**src/rtl/vector_lane_sequencer.sv**
```systemverilog
// Steps one vector operation across LANES elements: read lane i, write lane i next cycle.
// Optional macro SCALAR_BROADCAST_EN allows scalar (code < 16) source operands.
module vector_lane_sequencer #(
  parameter int LANES  = 8,
  parameter int LANE_W = 3
) (
  input  logic              clk,
  input  logic              reset,
  input  logic              start,
  input  logic [4:0]        RdCode,
  input  logic [4:0]        RaCode,
  input  logic [4:0]        RbCode,
  input  logic              stall,
  output logic              ready,
  output logic [3:0]        RdVector,
  output logic [3:0]        RaVector,
  output logic [3:0]        RbVector,
  output logic              RaIsVector,
  output logic              RbIsVector,
  output logic              ReadEn,
  output logic [LANE_W-1:0] ReadLane,
  output logic              WriteEn,
  output logic [LANE_W-1:0] WriteLane,
  output logic              done,
  output logic              error
);

  typedef enum logic [1:0] {IDLE, RUN, DRAIN} state_t;

  localparam logic [LANE_W-1:0] LAST_LANE = LANE_W'(LANES - 1);

  state_t            state;
  logic [LANE_W-1:0] lane;
  logic              legal;
  logic              read_acc;
  logic              last_lane;

  always_comb begin
`ifdef SCALAR_BROADCAST_EN
    legal = RdCode[4];
`else
    legal = RdCode[4] & RaCode[4] & RbCode[4];
`endif
    read_acc  = (state == RUN) && !stall;
    last_lane = (lane == LAST_LANE);
  end

  // ready drops combinationally with reset so nothing is accepted while reset is held
  assign ready    = (state == IDLE) && !reset;
  assign ReadEn   = read_acc;
  assign ReadLane = lane;

`ifdef SCALAR_BROADCAST_EN
  logic ra_isv;
  logic rb_isv;
  assign RaIsVector = ra_isv;
  assign RbIsVector = rb_isv;

  always_ff @(posedge clk) begin
    if (reset) begin
      ra_isv <= 1'b0;
      rb_isv <= 1'b0;
    end else if (state == IDLE && start && legal) begin
      ra_isv <= RaCode[4];
      rb_isv <= RbCode[4];
    end
  end
`else
  assign RaIsVector = 1'b1;
  assign RbIsVector = 1'b1;
`endif

  always_ff @(posedge clk) begin
    if (reset) begin
      state     <= IDLE;
      lane      <= '0;
      RdVector  <= '0;
      RaVector  <= '0;
      RbVector  <= '0;
      WriteEn   <= 1'b0;
      WriteLane <= '0;
      done      <= 1'b0;
      error     <= 1'b0;
    end else begin
      // every accepted read retires as a write one cycle later, independent of stall
      WriteEn   <= read_acc;
      WriteLane <= lane;
      done      <= read_acc && last_lane;
      error     <= 1'b0;
      case (state)
        IDLE: begin
          if (start) begin
            if (legal) begin
              RdVector <= RdCode[3:0];
              RaVector <= RaCode[4] ? RaCode[3:0] : 4'd0;
              RbVector <= RbCode[4] ? RbCode[3:0] : 4'd0;
              lane     <= '0;
              state    <= RUN;
            end else begin
              error <= 1'b1;
            end
          end
        end
        RUN: begin
          if (read_acc) begin
            if (last_lane) state <= DRAIN;
            else           lane  <= lane + 1'b1;
          end
        end
        DRAIN:   state <= IDLE;
        default: state <= IDLE;
      endcase
    end
  end

endmodule

```
**config.mk**
```make
export PLATFORM = sky130hd
export DESIGN_NAME = vector_lane_sequencer
export DESIGN_NICKNAME = d
export VERILOG_FILES = /design/src/rtl/vector_lane_sequencer.sv
export SDC_FILE = /design/constraint.sdc
export NUM_CORES = 1
export LEC_CHECK = 0
export ABC_AREA = 0
export BUFFER_PORTS_ARGS = -buffer_cell sky130_fd_sc_hd__buf_2
export CORE_ASPECT_RATIO = 1.1
export CORE_MARGIN = 4
export CORE_UTILIZATION = 42
export DETAILED_ROUTE_END_ITERATION = 10
export PLACE_DENSITY = 0.73
export SLEW_MARGIN = 0
export SYNTH_ARGS = -nofsm -noshare
export SYNTH_HDL_FRONTEND = slang
export SYNTH_SLANG_ARGS = --single-unit
```
**constraint.sdc**
```tcl
create_clock -name clk -period 4.1 [get_ports clk]
set_input_delay 0.205 -clock clk [delete_from_list [all_inputs] [get_ports clk]]
set_output_delay 0.205 -clock clk [all_outputs]
set_load 0.01 [all_outputs]
```
== After elaboration in Yosys (flattened, before gate mapping) ==
Cells that the tools add are included.
Widths: inputs -> output; s select.
Storage, ports and cells
  bits in registers: 23
  input bits: 19
  output and inout port bits: 25
  word-level logic and storage cells: 45
Cells by class
  add/sub/neg operators: 1
  equality and inequality tests: 7
  multiplexer cells: 13
  bitwise operators: 4
  reduce and logical (&&, ||, !) cells: 11
Operator list (count)
  $mux 3: 4
  $ne 2x2->1 const B: 5
  $mux 2: 4
  $mux 4: 2
  $pmux 3 s2: 1
  $reduce_and 5->1: 1
  $pmux 2 s2: 1
  $reduce_and 4->1: 1
  $add 3x1->3 const B: 1
  $eq 3x3->1 const B: 1
  $logic_and 1x1->1: 3
  $reduce_and 3->1: 1
  $reduce_or 3->1: 1
  $and 1x1->1: 2
  $eq 2x1->1 const B: 1
  $logic_not 1->1: 2
  $logic_not 2->1: 1
  $not 1->1: 2
  $reduce_bool 2->1: 1
  $mux 1: 1

== Logic depth before layout (Yosys ltp) ==
  word-level depth: 5
  mapped depth: 6
  mapped depth without buffers: 5

== Least setup slack after synthesis ==
No wires, ideal clock.
  kind: reg2reg
  from: register lane[0] (netlist: ReadLane[0])
  to: register lane[0] (netlist: ReadLane[0])
  setup time: 67 ps
  arrival time: 1672 ps
  required time: 4033 ps
  setup slack: 2361 ps
  cell stages (with the launch flop): 7
  path buffers: 1
  period minus slack after synthesis: 1739 ps
  path through: dfxtp_1 -> ha_1 -> ha_1 -> or4b_1 -> buf_2 -> or3_1 -> o21ai_2
Between the ends
  longest elaborated chain between the ends: 4
  elaborated cells between the ends (all ways): 7
  those cells by class: 1 x add/sub; 2 x eq/ne; 3 x mux; 1 x reduce/logical
Ends and longest elaborated chain
  start, declared: line 33  | logic [LANE_W-1:0] lane;
  start signal, assigned: line 107  | else lane <= lane + 1'b1;
  $add 3x1->3: line 107
  $mux 3: line 106  | if (last_lane) state <= DRAIN;
  $mux 3: line 105  | if (read_acc) begin
  $pmux 3 s2: line 90  | case (state)
Several ways; a longest one is shown, not always the timed one. The select of a mux whose other input is x is not followed.
A chain may end at the register's enable or synchronous reset.

== Worst setup path after layout ==
Ends and elaborated chain as after synthesis.

==> out/qor.txt <==
most common cell after layout, fill and taps aside: buf_2
Pre-Repair DR Iteration Count: 4
WS Path Type: flop to flop
Final ANT Viol Nets: 0
Most Frequent Cell on Critical Path: ha_1
critical path launch point type: flop
H-Tree Depth: 1
GRT Total Usage: 13.0%
post-DP HPWL: 1470 um
r2r setup slk: 2.29 ns
die span in x: 53.8 um
Buffers on Ports: 41
global-route wire length before repair: 3030 um
Pwr Total: 365 uW
via count: 773
CTS tree: done
row count: 17
RR Endpoint: ReadLane[0]$_SDFFE_PP0P_
capture point of the worst path: ReadLane[0]$_SDFFE_PP0P_
max-capacitance violation count: 0
postcts setup bufs: 0
io pins: 44
RePlAce Congestion: 0.651
Internal Power: 282 uW
ys async rst share: 0%
clock-pin slew of the registers on the worst-case setup and hold paths: 0.12 ns
CP max stage delay: 0.58 ns
Post-synth EDFFs: 0
clk_lat worst skew: 0.30 ns
PostCTS Resize Cnt: 0
drt wl/cell: 11.8 um
Pleak: 0.000547 uW
crit path launch: ReadLane[0]$_SDFFE_PP0P_
# nets final: 158
R2R depth: 5
Clock Power Share: 27.5%
Yosys top cell by area: dfxtp_1
Synth Flop Type: dfxtp_1
crit-path cells: ha_1 -> ha_1 -> or4b_1 -> or3_1 -> o21ai_2
CTS root buf: clkbuf_4
Synth Cell Area: 968 um2
worst-margin pin slew: 0.561 ns
WP buf/inv: 0
Clock Path Buffers: 2
minimum clock period: 1.81 ns
Routed WL: 1940 um
Layout Cells excl Fill: 164
combinational power share: 9.7%
Worst IR Drop VDD: 0.232 mV
gate count after technology mapping: 97
Final Skew: 0.00727 ns
Area contributors post-synth: dfxtp_1 48%, nand2b_1 16%, mux2i_1 12%
CP Depth: 5
vias in the first global route: 725
P&R area growth vs syn: 23.6%
syn avg cell area: 9.98 um2
Slew Viols, Final: 0
number of fill cells in the layout: 207
max frequency: 551 MHz
Sw Ratio: 22.9%
relative slew slack: 62.4%
setup TNS: 0 ns
Residual DRC: 0
CP required: 4.35 ns
initial antenna violation count: 0
Synth cell types: 23
Die Ht: 58.4 um
final setup vio count: 0
slowest CP cell: or4b_1
DRT iter0 DRCs: 9
RSZ-0062 raised after global routing: no
yosys warns: 0
most frequent cells in the layout: 41 x buf_2, 25 x nand2b_1, 23 x dfxtp_1
clock sink count: 23
Hold Crit Start: RbCode[4]
post-synthesis sequential area ratio: 47.5%
hold buffers post-CTS: 0
Flop pwr share: 62.8%
status: finished clean
Core ar.: 2110 um2
switching power: 83.7 uW
largest net degree at the start of global routing: 36
Critical Path AT: 2.06 ns
CP top delay family: simple AND/OR/NAND/NOR gates
placed cells: 160
Hold WC Path Type: input port to flop
Final Hold Vio Count: 0
Yosys reg bits: 23
Antenna diodes: 0
Initial Util: 46.0%
Overflow after GRT: 0
Power per Cell Area: 305 nW/um2
share of the synthesized area in the top cell type: 47.5%
Vias/cell: 4.71
CTS buffer count: 3
worst reg2reg path startpoint: ReadLane[0]$_SDFFE_PP0P_
share of layout cells above drive strength 1: 35.3%
Die Area: 3140 um2
Tcrit/Tclk final: 44.2%
CP Max Fanout: 6
Worst setup EP type: flop
==> sequential cells by signal (all words and copies together) (netlist names), 2 cells and up <==
signal and cells:
RaVector 4, RbVector 4, RdVector 4, ReadLane 3, WriteLane 3, state 2
==> routing by layer <==
layer	global-route usage (%)	up-vias	share of wire, %
met4	6.57	0	0.62
met3	3.04	2	9.2
met5	0	-	0
met1	16.5	347	43
met2	20.1	30	47
li1	-	394	-
==> synth_stat cells (2+ instances only) <==
master and number:
nor2_1 2, nand2b_1 25, nor3_1 2, nor2b_1 3, clkbuf_1 3, dfxtp_1 23
nor4_1 2, mux2i_1 12, nand2_1 4, ha_1 2, buf_4 3, inv_1 4
o32ai_1 2
==> how the worst min path moves through the flow <==
stage,to,slack [ns],cells past startpoint
2_1_floorplan,WriteLane[0]$_SDFF_PP0_,0.29,1
3_3_place_gp,error$_SDFF_PP0_,0.42,2
3_5_place_dp,error$_SDFF_PP0_,0.42,2
4_1_cts,error$_SDFF_PP0_,0.08,2
5_1_grt,error$_SDFF_PP0_,0.07,2
6_report,error$_SDFF_PP0_,0.1,2
==> cells by family after synthesis <==
logic type	after synthesis	synth area share, %
DFF	23	47.5
muxes	12	12.4
and+or+nand+nor	42	26.1
buffers and inverters	12	6.72
adders and majority gates	2	2.58
other	1	0.387
AOI/OAI and AO/OA	5	4.26
==> area by class of cell <==
cell class                      count  area (um2)  share of cell area, %
Clock buffer                        3        22.5                   1.88
Tap cell                           28        35.0                   2.93
Sequential cell                    23         460                   38.5
Clock inverter                      1        5.00                  0.418
Multi-Input combinational cell     63         447                   37.3
Timing Repair Buffer               42         213                   17.8
Inverter                            4        15.0                   1.25
==> worst reg2reg max path, cell delays in order (launching register included) <==
cell and delay, ns:
dfxtp_1 0.36, ha_1 0.21, ha_1 0.19, or4b_1 0.58
or3_1 0.36, o21ai_2 0.07
==> power groups by stage <==
stage                     Combinational, uW  Sequential, uW  Clock, uW
after floorplan                        19.1             236          0
after global placement                 34.8             234          0
after detailed placement               35.8             234          0
after CTS                              35.9             230        108
after global routing                   39.2             230        115
final                                  35.5             229        100
==> stage by stage <==
stage / hold slack [ns] / setup slack, ns / util [%] / area (um2)
4_1_cts: 0.0791 / 2.29 / 56.9 / 1200
2_1_floorplan: 0.288 / 2.36 / - / 972
6_report: 0.0998 / 2.29 / 56.9 / 1200
3_3_place_gp: 0.422 / 2.39 / 55.6 / 1170
3_5_place_dp: 0.418 / 2.32 / 55.6 / 1170
5_1_grt: 0.0663 / 2.19 / 56.9 / 1200
(Power assumes the default switching activity.)
